$ cat src/rtl/gauss_pkg.sv
// Shared definitions for the Gaussian sampler's uniform source:
// taus88 constants, state/step types, the step/seed functions and FSM states.
package gauss_pkg;

    // Seed-scrambling constants, one per Tausworthe component
    localparam logic [31:0] TAUS_C1 = 32'h1F123BB5;
    localparam logic [31:0] TAUS_C2 = 32'h159A55E5;
    localparam logic [31:0] TAUS_C3 = 32'h075BCD15;

    // taus88 needs s1>1, s2>7, s3>15; forcing one bit on guarantees it
    localparam logic [31:0] TAUS_MIN1 = 32'h0000_0002;
    localparam logic [31:0] TAUS_MIN2 = 32'h0000_0008;
    localparam logic [31:0] TAUS_MIN3 = 32'h0000_0010;

    typedef struct packed {
        logic [31:0] s1;
        logic [31:0] s2;
        logic [31:0] s3;
    } taus_state_t;

    typedef struct packed {
        taus_state_t state;
        logic [31:0] draw;
    } taus_step_t;

    // Enumerators carry a prefix so they never collide with the WARMUP parameter
    typedef enum logic [1:0] {
        ST_IDLE   = 2'd0,
        ST_WARMUP = 2'd1,
        ST_RUN    = 2'd2
    } fsm_e;

    // Expand a 32-bit seed into the three component states
    function automatic taus_state_t taus_seed(input logic [31:0] sd);
        taus_state_t s;
        s.s1 = (sd ^ TAUS_C1) | TAUS_MIN1;
        s.s2 = ({sd[15:0], sd[31:16]} ^ TAUS_C2) | TAUS_MIN2;
        s.s3 = (~sd ^ TAUS_C3) | TAUS_MIN3;
        return s;
    endfunction

    // One taus88 step: next component states and the combined 32-bit draw
    function automatic taus_step_t taus_step(input taus_state_t s);
        taus_step_t r;
        r.state.s1 = ((s.s1 & ~32'h1) << 12) ^ (((s.s1 << 13) ^ s.s1) >> 19);
        r.state.s2 = ((s.s2 & ~32'h7) << 4)  ^ (((s.s2 << 2)  ^ s.s2) >> 25);
        r.state.s3 = ((s.s3 & ~32'hF) << 17) ^ (((s.s3 << 3)  ^ s.s3) >> 11);
        r.draw     = r.state.s1 ^ r.state.s2 ^ r.state.s3;
        return r;
    endfunction

endpackage

$ cat src/rtl/taus88_core.sv
// taus88 URNG: holds the three component states, loads them from a seed,
// advances them on request. o_draw is the value the next step produces,
// so the consumer registers it on the same edge the state advances.
module taus88_core
    import gauss_pkg::*;
(
    input  logic        i_clk,
    input  logic        i_rst,        // asynchronous, active-high
    input  logic        i_seed_load,  // wins over i_step
    input  logic        i_step,
    input  logic [31:0] i_sd,
    output logic [31:0] o_draw
);

    taus_state_t r_state;
    taus_step_t  w_next;

    // Next state and draw from the current state
    always_comb begin
        w_next = taus_step(r_state);
    end

    assign o_draw = w_next.draw;

    // Component state registers: seed load has priority over stepping
    always_ff @(posedge i_clk or posedge i_rst) begin
        if (i_rst) begin
            r_state <= '0;
        end else if (i_seed_load) begin
            r_state <= taus_seed(i_sd);
        end else if (i_step) begin
            r_state <= w_next.state;
        end
    end

endmodule

$ cat src/rtl/uniform_pair_source.sv
// Uniform (u1,u2) pair source for the Box-Muller core. Pairs consecutive
// taus88 draws (even -> u1, odd -> u2), buffers them in a small FIFO and
// offers the head on a valid/ready port.
// Handshake: a pair transfers on every rising edge where u_valid_o and
// u_ready_i are both 1; u_valid_o depends only on registered state and never
// on u_ready_i. A seed load on the same edge flushes the buffer instead.
// Note: rstn is an active-high asynchronous reset despite its name.
module uniform_pair_source
    import gauss_pkg::*;
#(
    parameter int OUT_W      = 32,  // 1..32
    parameter int WARMUP     = 16,  // 0..255
    parameter int FIFO_DEPTH = 2    // 2..8
) (
    input  logic             clk,
    input  logic             rstn,
    input  logic [31:0]      sd_i,
    input  logic             seed_load_i,
    input  logic             en_i,
    output logic             u_valid_o,
    input  logic             u_ready_i,
    output logic [OUT_W-1:0] u1_o,
    output logic [OUT_W-1:0] u2_o,
    output logic             busy_o,
    output fsm_e             dbg_state_o
);

    localparam int PTR_W = $clog2(FIFO_DEPTH);
    localparam int CNT_W = $clog2(FIFO_DEPTH + 1);
    localparam logic [PTR_W-1:0] PTR_LAST  = PTR_W'(FIFO_DEPTH - 1);
    localparam logic [CNT_W-1:0] DEPTH_C   = CNT_W'(FIFO_DEPTH);
    localparam logic [7:0]       WARM_LAST = 8'((WARMUP > 0) ? (WARMUP - 1) : 0);

    fsm_e             r_state;
    logic [7:0]       r_warm_cnt;
    logic             r_half;
    logic [OUT_W-1:0] r_u1_hold;
    logic [2*OUT_W-1:0] r_mem [FIFO_DEPTH];
    logic [PTR_W-1:0] r_rd_ptr;
    logic [PTR_W-1:0] r_wr_ptr;
    logic [CNT_W-1:0] r_count;

    logic             w_step;
    logic             w_valid;
    logic             w_pop;
    logic             w_pop_eff;
    logic             w_run_step;
    logic             w_push;
    logic [31:0]      w_draw;
    logic [OUT_W-1:0] w_trunc;
    logic [OUT_W-1:0] w_u1;

    taus88_core u_core (
        .i_clk       (clk),
        .i_rst       (rstn),
        .i_seed_load (seed_load_i),
        .i_step      (w_step),
        .i_sd        (sd_i),
        .o_draw      (w_draw)
    );

    assign w_valid    = (r_count != '0);
    assign w_pop      = w_valid & u_ready_i;
    assign w_pop_eff  = w_pop & ~seed_load_i;
    assign w_run_step = (r_state == ST_RUN) & w_step & ~seed_load_i;
    assign w_push     = w_run_step & r_half;

    // u1 feeds ln(), so an all-zero truncation is bumped to one LSB
    assign w_trunc = w_draw[31 -: OUT_W];
    assign w_u1    = (w_trunc == '0) ? OUT_W'(1) : w_trunc;

    // Step request: always during warm-up; in RUN only when a pair slot is or becomes free
    always_comb begin
        w_step = 1'b0;
        case (r_state)
            ST_WARMUP: w_step = 1'b1;
            ST_RUN:    w_step = en_i & ((r_count < DEPTH_C) | w_pop);
            default:   w_step = 1'b0;
        endcase
    end

    // Control FSM: seed load restarts warm-up from any state
    always_ff @(posedge clk or posedge rstn) begin
        if (rstn) begin
            r_state    <= ST_IDLE;
            r_warm_cnt <= '0;
        end else if (seed_load_i) begin
            r_warm_cnt <= '0;
            r_state    <= (WARMUP == 0) ? ST_RUN : ST_WARMUP;
        end else begin
            case (r_state)
                ST_WARMUP: begin
                    r_warm_cnt <= r_warm_cnt + 8'd1;
                    if (r_warm_cnt == WARM_LAST) begin
                        r_state <= ST_RUN;
                    end
                end
                default: ;
            endcase
        end
    end

    // Pairing: even draw parks in the u1 holding register, odd draw completes the pair
    always_ff @(posedge clk or posedge rstn) begin
        if (rstn) begin
            r_half    <= 1'b0;
            r_u1_hold <= '0;
        end else if (seed_load_i) begin
            r_half <= 1'b0;
        end else if (w_run_step) begin
            if (!r_half) begin
                r_u1_hold <= w_u1;
            end
            r_half <= ~r_half;
        end
    end

    // Pair FIFO: circular buffer with occupancy count; push and pop may coincide when full
    always_ff @(posedge clk or posedge rstn) begin
        if (rstn) begin
            for (int i = 0; i < FIFO_DEPTH; i++) begin
                r_mem[i] <= '0;
            end
            r_rd_ptr <= '0;
            r_wr_ptr <= '0;
            r_count  <= '0;
        end else if (seed_load_i) begin
            r_rd_ptr <= '0;
            r_wr_ptr <= '0;
            r_count  <= '0;
        end else begin
            if (w_push) begin
                r_mem[r_wr_ptr] <= {r_u1_hold, w_trunc};
                r_wr_ptr        <= (r_wr_ptr == PTR_LAST) ? '0 : r_wr_ptr + PTR_W'(1);
            end
            if (w_pop_eff) begin
                r_rd_ptr <= (r_rd_ptr == PTR_LAST) ? '0 : r_rd_ptr + PTR_W'(1);
            end
            case ({w_push, w_pop_eff})
                2'b10:   r_count <= r_count + CNT_W'(1);
                2'b01:   r_count <= r_count - CNT_W'(1);
                default: r_count <= r_count;
            endcase
        end
    end

    assign u_valid_o        = w_valid;
    assign {u1_o, u2_o}     = r_mem[r_rd_ptr];
    assign busy_o           = (r_state == ST_WARMUP);
    assign dbg_state_o      = r_state;

endmodule

$ cat config.mk
export PLATFORM = sky130hd
export DESIGN_NAME = uniform_pair_source
export DESIGN_NICKNAME = d
export VERILOG_FILES = /design/src/rtl/gauss_pkg.sv /design/src/rtl/taus88_core.sv /design/src/rtl/uniform_pair_source.sv
export SDC_FILE = /design/constraint.sdc
export NUM_CORES = 1
export LEC_CHECK = 0
export CAP_MARGIN = 5
export CORE_AREA = 2 2 131 159
export DETAILED_ROUTE_END_ITERATION = 7
export DIE_AREA = 0 0 133 161
export PLACE_DENSITY = 0.83
export SYNTH_ARGS = -nofsm -noshare
export SYNTH_HDL_FRONTEND = slang
export SYNTH_SLANG_ARGS = --single-unit
$ cat constraint.sdc
create_clock -name clk -period 23.1 [get_ports clk]
set_clock_uncertainty 0.1 [all_clocks]
set_input_delay 2.31 -clock clk [delete_from_list [all_inputs] [get_ports clk]]
set_output_delay 2.31 -clock clk [all_outputs]
set_load 0.005 [all_outputs]
Word-level counts from Yosys, hierarchy flattened
Index checks and enable logic that the tools add are counted.

storage, ports and cells
  logic and storage cells = 87
  output and inout bits = 68
  bits in registers = 271
  input bits = 37

operators by class
  mux-type cells = 25
  bitwise gates (word level) = 23
  reduce and logical (&&, ||, !) cells = 13
  order comparisons = 4
  add/subtract/negate cells = 5
  eq/ne operators = 5

operators with widths
  operator               number
  $mux W64               4
  $mux W96               2
  $xor A32 B32 Y32       5
  $bwmux W128            1
  $demux W64 S1          1
  $logic_not A32 Y1      1
  $mux W32               1
  $not A16 Y16           2
  $not A32 Y32           1
  $xor A32 B13 Y32       1
  $xor A32 B21 Y32       1
  $xor A32 B7 Y32        1
  $not A17 Y17           1
  $mux W8                2
  $reduce_bool A2 Y1     7
  $add A8 B1 Y8 const B  1
  $eq A8 B4 Y1 const B   1
  $mux W1                8
  $mux W2                4
  $and A1 B1 Y1          6
  $eq A2 B1 Y1 const B   2
  $eq A2 B2 Y1 const B   2
  $ge A2 B2 Y1 const B   2
  $not A1 Y2             2
  13 further kinds       16

Logic depth before layout (Yosys ltp)
Gate-level depths: netlist (run 1).

  depth after elaboration = 11
  mapped depth = 10
  mapped depth without buffers = 7

Hierarchy
A second synthesis (run 1) with hierarchy kept.

unflattened totals
  cells, all modules = 961
  area total of the unflattened synthesis = 12,768.5 µm²

by module, submodules not included
  module               area each (µm²)  cells an instance  instances  sequential area each (µm²)
  uniform_pair_source  7,838.8          501                1          4,379.2
  taus88_core          4,929.7          460                1          2,202.1

Least setup slack after synthesis (run 1)
No wires, ideal clock.

  path type = in2reg
  start point = in en_i
  end point = reg r_mem[72] (netlist name)
  data arrival time = 3.827 ns
  path buffers = 2
  slack = 19.049 ns
  stages = 6
  setup time = 0.125 ns
  data required time = 22.875 ns
  cells stage by stage = o211ai_1 a21oi_1 and4b_1 clkbuf_1 buf_2 mux2_2

on the way
  cells in the longest elaborated chain, start to end = 6

ends and longest elaborated chain
  what                            line                        text
  start: declaration              uniform_pair_source.sv:19   input logic en_i,
  $and A1 B1 Y1                   uniform_pair_source.sv:77   ST_RUN: w_step = en_i & ((r_count < DEPTH_C) | w_pop);
  $pmux W1 S2                     uniform_pair_source.sv:75   case (r_state)
  $and A1 B1 Y1 (2 in a row)      uniform_pair_source.sv:65   assign w_run_step = (r_state == ST_RUN) & w_step & ~seed_load_i;
  $and A1 B1 Y1                   uniform_pair_source.sv:66   assign w_push = w_run_step & r_half;
  $reduce_and A2 Y1 (no line)     n/a
  end signal: indexed assignment  uniform_pair_source.sv:133  r_mem[r_wr_ptr] <= {r_u1_hold, w_trunc};
  end: declaration                uniform_pair_source.sv:38   logic [2*OUT_W-1:0] r_mem [FIFO_DEPTH];

Every way passes these cells.
A chain may end at the register's enable or synchronous reset.

Final worst setup path (run 1)
  start point = reg r_rd_ptr
  end point = out u1_o[31]

on the way
  cells in the longest elaborated chain, start to end = 4

ends and longest elaborated chain
  what                                         line                        text
  start: declaration                           uniform_pair_source.sv:39   logic [PTR_W-1:0] r_rd_ptr;
  start signal: assignment                     uniform_pair_source.sv:137  r_rd_ptr <= (r_rd_ptr == PTR_LAST) ? '0 : r_rd_ptr + PTR_W'(1);
  $not A1 Y2 (not written as such)             uniform_pair_source.sv:148  assign {u1_o, u2_o} = r_mem[r_rd_ptr];
  $mux W64 (not written as such) (3 in a row)  uniform_pair_source.sv:148
  end: declaration                             uniform_pair_source.sv:22   output logic [OUT_W-1:0] u1_o,

Every way passes these cells. The select of a mux whose other input is x is not followed.

==> results.md, run 1 <==
- DRC viols: 0
- TNS Setup: 0 ns
- Syn Nets: 1026
- Status: finished clean
- Post-CTS setup buffers: 0
- Period minus WS final: 5.31 ns
- Primary FF master, synth: dfrtp_1
- Root buffer cell: clkbuf_16
- Final nets: 1106
- # IOs: 105
- Tcrit/Tclk final: 0.230
- Cell Chain, Critical Path: buf_4, mux2_2, clkdlybuf4s50_1
- # rows: 57
- Avg Inst Size Synth: 12.5 um2
- DP Wirelength: 18600 um
- Grt total ovfl: 0
- Critical Path RT: 20.69 ns
- H-tree depth: 1
- Reg area: 6580 um2
- Min-delay src: r_mem[4]
- RSZ-0062 raised after global routing: no
- Area of the multi-input gates: 5470 um2
- Final Hold Viols: 0
- Endpoints failing setup: 0
- Yosys reg bits: 263
- CTS Hold Buffers Added: 0
- Leakage: 6.67 nW
- Core area: 19900 um2
- DIE AREA: 21400 um2
- Final WL: 27900 um
- Pin count of the biggest net entering global routing: 117
- Critical Path Source Type: register
- Synth-to-layout area growth: 16.4%
- Synth warn: 0
- Crit Path Max Fanout: 33
- FILL cells: 1358
- PostCTS Resize Cnt: 0
- Antenna diodes: 0
- Share of layout cells above drive strength 1: 0.231
- Vias in the first global route: 8083
- Worst hold path type: register to register
- Clk Latency, worst-skew pair: 0.53 ns
- CTS clk-pin slew, worst paths: 0.06 ns
- Cell Pwr Density: 76.2 nW/um2
- CP endpoint kind: output pin
- Cells after synthesis: 986
- Slew HR: 0.317
- Placer congestion estimate: 0.918
- WHS: 0.382 ns
- Die width: 133 um
- Vias per cell: 5.88
- Commonest non-fill, non-tap cell in the layout: dfrtp_1
- Vias after detailed routing: 7932
- Most frequent cells in the layout: dfrtp_1 (262), mux2_2 (191), clkdlybuf4s50_1 (103)
- Slew @ Worst Pin: 1.02 ns
- Worst EP arrival: 2.90 ns
- Max Slew Vio Count: 0
- Die height: 161 um
- CP startpoint: r_rd_ptr
- Sequential area share after synthesis: 0.534
- DRT iter0 DRCs: 660
- CTS Buf Count: 26
- Post-synth EDFFs: 0
- Max Cap Viol: 0
- Wire per inst: 20.7 um
- CTS max path bufs: 3
- Max stage delay cell, worst path: dfrtp_2
- # clock sinks: 263
- Antenna-violating nets left: 0
- Yosys cell types: 39
- Post-synth ARST share: 1.00
- DRT Pass-1 Iters: 5
- Critical Path Max Stage Delay: 0.90 ns
- Max IR drop VDD: 72.4 uV
- Initial antenna violation count: 0
- Port Buf Inserts: 104
- RR Startpoint: dbg_state_o[1]
- First-pass GRT wire length: 44800 um
- Synthesized area: 12300 um2
- Fmax achieved: 188 MHz
- Crit Path Class: register to output pin
- Tot GR Track Use: 0.266
- Starting Density: 0.619
- CTS tree: yes
-- layout make-up --
class / instances / share of cell area
Clock inverter: 4 / 0.00166
Inverter: 8 / 0.00262
Clock buffer: 42 / 0.0552
Multi-Input combinational cell: 653 / 0.381
Tap cell: 265 / 0.0231
Timing Repair Buffer: 114 / 0.0775
Sequential cell: 263 / 0.459
-- metal layers --
layer / vias up / part of all wire / global-route usage
met5: - / 0 / 0
met4: 0 / 0.026 / 0.0826
met3: 47 / 0.050 / 0.0279
met2: 260 / 0.50 / 0.447
met1: 4042 / 0.42 / 0.371
li1: 3583 / - / -
-- registers in the layout (all words and copies together) (netlist names) --
signal,cells
r_mem,128
u_core.r_state,88
r_u1_hold,32
r_warm_cnt,8
dbg_state_o,2
r_count,2
r_half,1
r_rd_ptr,1
r_wr_ptr,1
-- power by group --
group	internal [mW]	switching, mW	total (mW)
sequential	0.480	0.0301	0.510
combinational	0.0722	0.108	0.180
clock	0.233	0.169	0.402
-- cells by family after synthesis --
logic type,Yosys count,share of synthesized area
XOR/XNOR,105,0.0875
adder cells (fa/ha/maj),3,0.00305
multiplexers,262,0.235
flip-flops,263,0.534
AND/OR/NAND/NOR,159,0.0569
AO/OA/AOI/OAI,124,0.0591
buffers and inverters,70,0.0245
-- cell usage after synthesis, drive strengths merged, types with 2 or more instances --
cell type	count	area, um2
a21boi	19	143
a21oi	29	145
a31oi	17	106
and3	4	25.0
buf	18	106
clkbuf	44	165
dfrtp	263	6580
ha	3	37.5
inv	8	30.0
mux2	218	2450
mux2i	44	440
nand2	75	282
nand2b	7	43.8
nand3	5	25.0
nand4	3	18.8
nor2	50	188
nor2b	2	12.5
nor4	7	56.3
o211ai	7	52.6
o21ai	44	220
o21bai	6	45.0
or4	2	15.0
xnor2	79	707
xnor3	5	113
xor2	16	140
xor3	5	119
-- per-stage QoR --
step                std cells   util  total power, mW  area (um2)  setup WS [ns]
floorplan                 986      -            0.629       12300          13.45
global placement         1303  0.680            0.691       13500          17.80
detailed placement       1303  0.680            0.694       13500          17.78
CTS                      1349  0.721             1.10       14300          17.78
global route             1349  0.721             1.13       14300          17.69
finish                   1349  0.721             1.09       14300          17.79
-- final timing paths --
path	endpoint	slack [ns]	cells past startpoint
worst min register to register	r_mem[4]	0.38	2
worst max register to register	r_mem[69]	19.86	8
worst min-delay path	r_mem[4]	0.38	2
worst max-delay path	u1_o[31]	17.79	3
max in group asynchronous	u_core.r_state[11]	19.08	3
min in group asynchronous	r_count[0]	2.26	2
-- critical path: cells and delay by family, from the launching register on --
family	cells	cell delay, ns
flip-flops	1	0.90
buffers and inverters	2	1.01
multiplexers	1	0.43
Note: power is estimated with default switching activity, not from simulation.
==> run 2, diff against run 1 <==
--- a/config.mk
+++ b/config.mk
@@ -6,10 +6,10 @@
 export NUM_CORES = 1
 export LEC_CHECK = 0
 export CAP_MARGIN = 5
-export CORE_AREA = 2 2 131 159
+export CORE_AREA = 2 2 143 173
 export DETAILED_ROUTE_END_ITERATION = 7
-export DIE_AREA = 0 0 133 161
-export PLACE_DENSITY = 0.83
+export DIE_AREA = 0 0 145 175
+export PLACE_DENSITY = 0.74
 export SYNTH_ARGS = -nofsm -noshare
 export SYNTH_HDL_FRONTEND = slang
 export SYNTH_SLANG_ARGS = --single-unit
==> constraint.sdc (replaced) <==
create_clock -name clk -period 4.4 [get_ports clk]
set_clock_uncertainty 0.1 [all_clocks]
set_input_delay 0.44 -clock clk [delete_from_list [all_inputs] [get_ports clk]]
set_output_delay 0.44 -clock clk [all_outputs]
set_load 0.005 [all_outputs]
==> results.md, run 2 (synthesis results as in run 1) <==
- DRT iter0 DRCs: 570 (was 660)
- Leakage: 6.75 nW (was 6.67 nW)
- CTS clk-pin slew, worst paths: 0.07 ns (was 0.06 ns)
- Tot Pwr: 6.04 mW (was 1.09 mW)
- Root buffer cell: clkbuf_16 (unchanged)
- Placer congestion estimate: 0.915 (was 0.918)
- Worst hold path type: primary input to register (was register to register)
- CTS Hold Buffers Added: 0 (unchanged)
- Switching part of the total power: 0.273 (was 0.281)
- Cell Pwr Density: 414 nW/um2 (was 76.2 nW/um2)
- DP Wirelength: 19300 um (was 18600 um)
- FF-to-FF path depth: 8 (unchanged)
- CTS Buf Count: 26 (unchanged)
- Status: finished clean (unchanged)
- Commonest non-fill, non-tap cell in the layout: dfrtp_1 (unchanged)
- # rows: 62 (was 57)
- # IOs: 105 (unchanged)
- Critical Path Max Stage Delay: 0.82 ns (was 0.90 ns)
- Most frequent cells in the layout: dfrtp_1 (262), mux2_2 (191), clkdlybuf4s50_1 (103) (unchanged)
- Share of power burned in registers: 0.443 (was 0.467)
- Reg2reg end: r_mem[102] (was r_mem[69])
- CTS tree: yes (unchanged)
- CP endpoint kind: output pin (unchanged)
- Grt total ovfl: 0 (unchanged)
- Slew HR: 0.342 (was 0.317)
- RSZ-0062 raised after global routing: no (unchanged)
- Die width: 145 um (was 133 um)
- Period minus WS final: 3.10 ns
- Vias per cell: 5.54 (was 5.88)
- Critical Path Source Type: register (unchanged)
- DRC viols: 0 (unchanged)
- Final nets: 1110 (was 1106)
- # clock sinks: 263 (unchanged)
- DRT Pass-1 Iters: 5 (unchanged)
- Max stage delay cell, worst path: dfrtp_2 (unchanged)
- Register with the most flip-flops: r_mem (unchanged)
- Core area: 23700 um2 (was 19900 um2)
- Slew @ Worst Pin: 0.985 ns (was 1.02 ns)
- CTS max path bufs: 3 (unchanged)
- Port Buf Inserts: 104 (unchanged)
- Starting Density: 0.521 (was 0.619)
- PostCTS Resize Cnt: 0 (unchanged)
- Share of layout cells above drive strength 1: 0.235 (was 0.231)
- Worst EP arrival: 2.56 ns (was 2.90 ns)
- Vias in the first global route: 7959 (was 8083)
- DIE AREA: 25400 um2 (was 21400 um2)
- Clk Latency, worst-skew pair: 0.53 ns (about the same)
- Worst Setup EP: u2_o[12] (was u1_o[31])
- Final WL: 28000 um (was 27900 um)
- Antenna diodes: 0 (unchanged)
- Wire per inst: 19.8 um (was 20.7 um)
- Fmax achieved: 322 MHz
- Combinational power share: 0.159 (was 0.165)
- Endpoints failing setup: 0 (unchanged)
- Tot GR Track Use: 0.224 (was 0.266)
- First-pass GRT wire length: 45000 um (was 44800 um)
- RR Startpoint: dbg_state_o[0] (was dbg_state_o[1])
- Max Slew Vio Count: 0 (unchanged)
- Final Hold Viols: 0 (unchanged)
- Cell Chain, Critical Path: buf_12, mux2_2, clkdlybuf4s50_1 (was buf_4, mux2_2, clkdlybuf4s50_1)
- Antenna-violating nets left: 0 (unchanged)
- R2R setup slack: 1.38 ns (was 19.86 ns)
- P_int: 4.39 mW (was 0.786 mW)
- Clock share of power: 0.398 (was 0.368)
- CP startpoint: r_rd_ptr (unchanged)
- Die height: 175 um (was 161 um)
- Tcrit/Tclk final: 0.705
- Setup WS post-layout: 1.30 ns (was 17.79 ns)
- Critical Path RT: 3.86 ns (was 20.69 ns)
- Max Cap Viol: 0 (unchanged)
- TNS Setup: 0 ns (unchanged)
- Worst slack, placed: 1.11 ns (was 17.78 ns)
- Sw power: 1.65 mW (was 0.307 mW)
- Vias after detailed routing: 7814 (was 7932)
- Pin count of the biggest net entering global routing: 95 (was 117)
- Max FFs per register: 128 (unchanged)
- Fin area: 14600 um2 (was 14300 um2)
- Initial antenna violation count: 0 (unchanged)
- Max IR drop VDD: 328 uV (was 72.4 uV)
- Post-CTS setup buffers: 0 (unchanged)
- Area after detailed placement: 13700 um2 (was 13500 um2)
- Crit Path Max Fanout: 39 (was 33)
- H-tree depth: 1 (unchanged)
- Largest registers: r_mem: 128 flops, u_core.r_state: 88 flops, r_u1_hold: 32 flops (unchanged)
- Synth-to-layout area growth: 18.4% (was 16.4%)
- Crit Path Class: register to output pin (unchanged)
run 2: changes by cell type in the layout (fill, tap and decap cells not counted), moves of 2 or more:
cell	before	now
clkinvlp_4	0	2
bufinv_16	0	5
clkbuf_8	6	4
buf_12	0	3
run 2: worst min-delay path by stage:
stage	endpoint	from	slack, ns	cells past startpoint
floorplan	r_mem[0]	r_mem[0]	0.35	2
global placement	r_mem[4]	r_mem[4]	0.36	2
global route	u_core.r_state[49]	sd_i[1]	0.36	2
CTS	u_core.r_state[49]	sd_i[1]	0.35	2
detailed placement	r_mem[75]	r_mem[75]	0.37	1
finish	dbg_state_o[0]	seed_load_i	0.37	3
run 2: cell type report:
cell class | instances | area, um2
Sequential cell | 263 | 6580
Multi-Input combinational cell | 653 | 5470
Timing Repair Buffer | 118 | 1180
Tap cell | 320 | 400
Clock buffer | 40 | 764
Fill cell | 1861 | 9070
Clock inverter | 8 | 168
Inverter | 8 | 33.8
run 2: per-layer routing:
| layer | vias to the layer above | track usage | share of wire |
|---|---|---|---|
| li1 | 3594 | - | - |
| met2 | 214 | 0.374 | 0.48 |
| met1 | 3956 | 0.310 | 0.44 |
| met4 | 0 | 0.0611 | 0.026 |
| met3 | 50 | 0.0298 | 0.046 |
| met5 | - | 0 | 0 |
run 2: critical path: cells and delay by family (launching register included):
kind | cells | cell delay [ns]
multiplexers | 1 | 0.41
buffers and inverters | 2 | 0.78
flip-flops | 1 | 0.82
run 2: through the flow:
stage	utilization	std cells	hold WS (ns)
4_1_cts	0.617	1410	0.354
3_5_place_dp	0.577	1362	0.372
2_1_floorplan	-	986	0.350
6_report	0.617	1410	0.365
5_1_grt	0.617	1410	0.361
3_3_place_gp	0.577	1362	0.363
run 2: power groups by stage:
stage | logic (mW) | registers [mW] | clock network, mW
global placement | 0.936 | 2.71 | 0
CTS | 0.951 | 2.67 | 2.43
floorplan | 0.654 | 2.65 | 0
global route | 1.04 | 2.68 | 2.54
finish | 0.958 | 2.68 | 2.40
detailed placement | 0.944 | 2.72 | 0
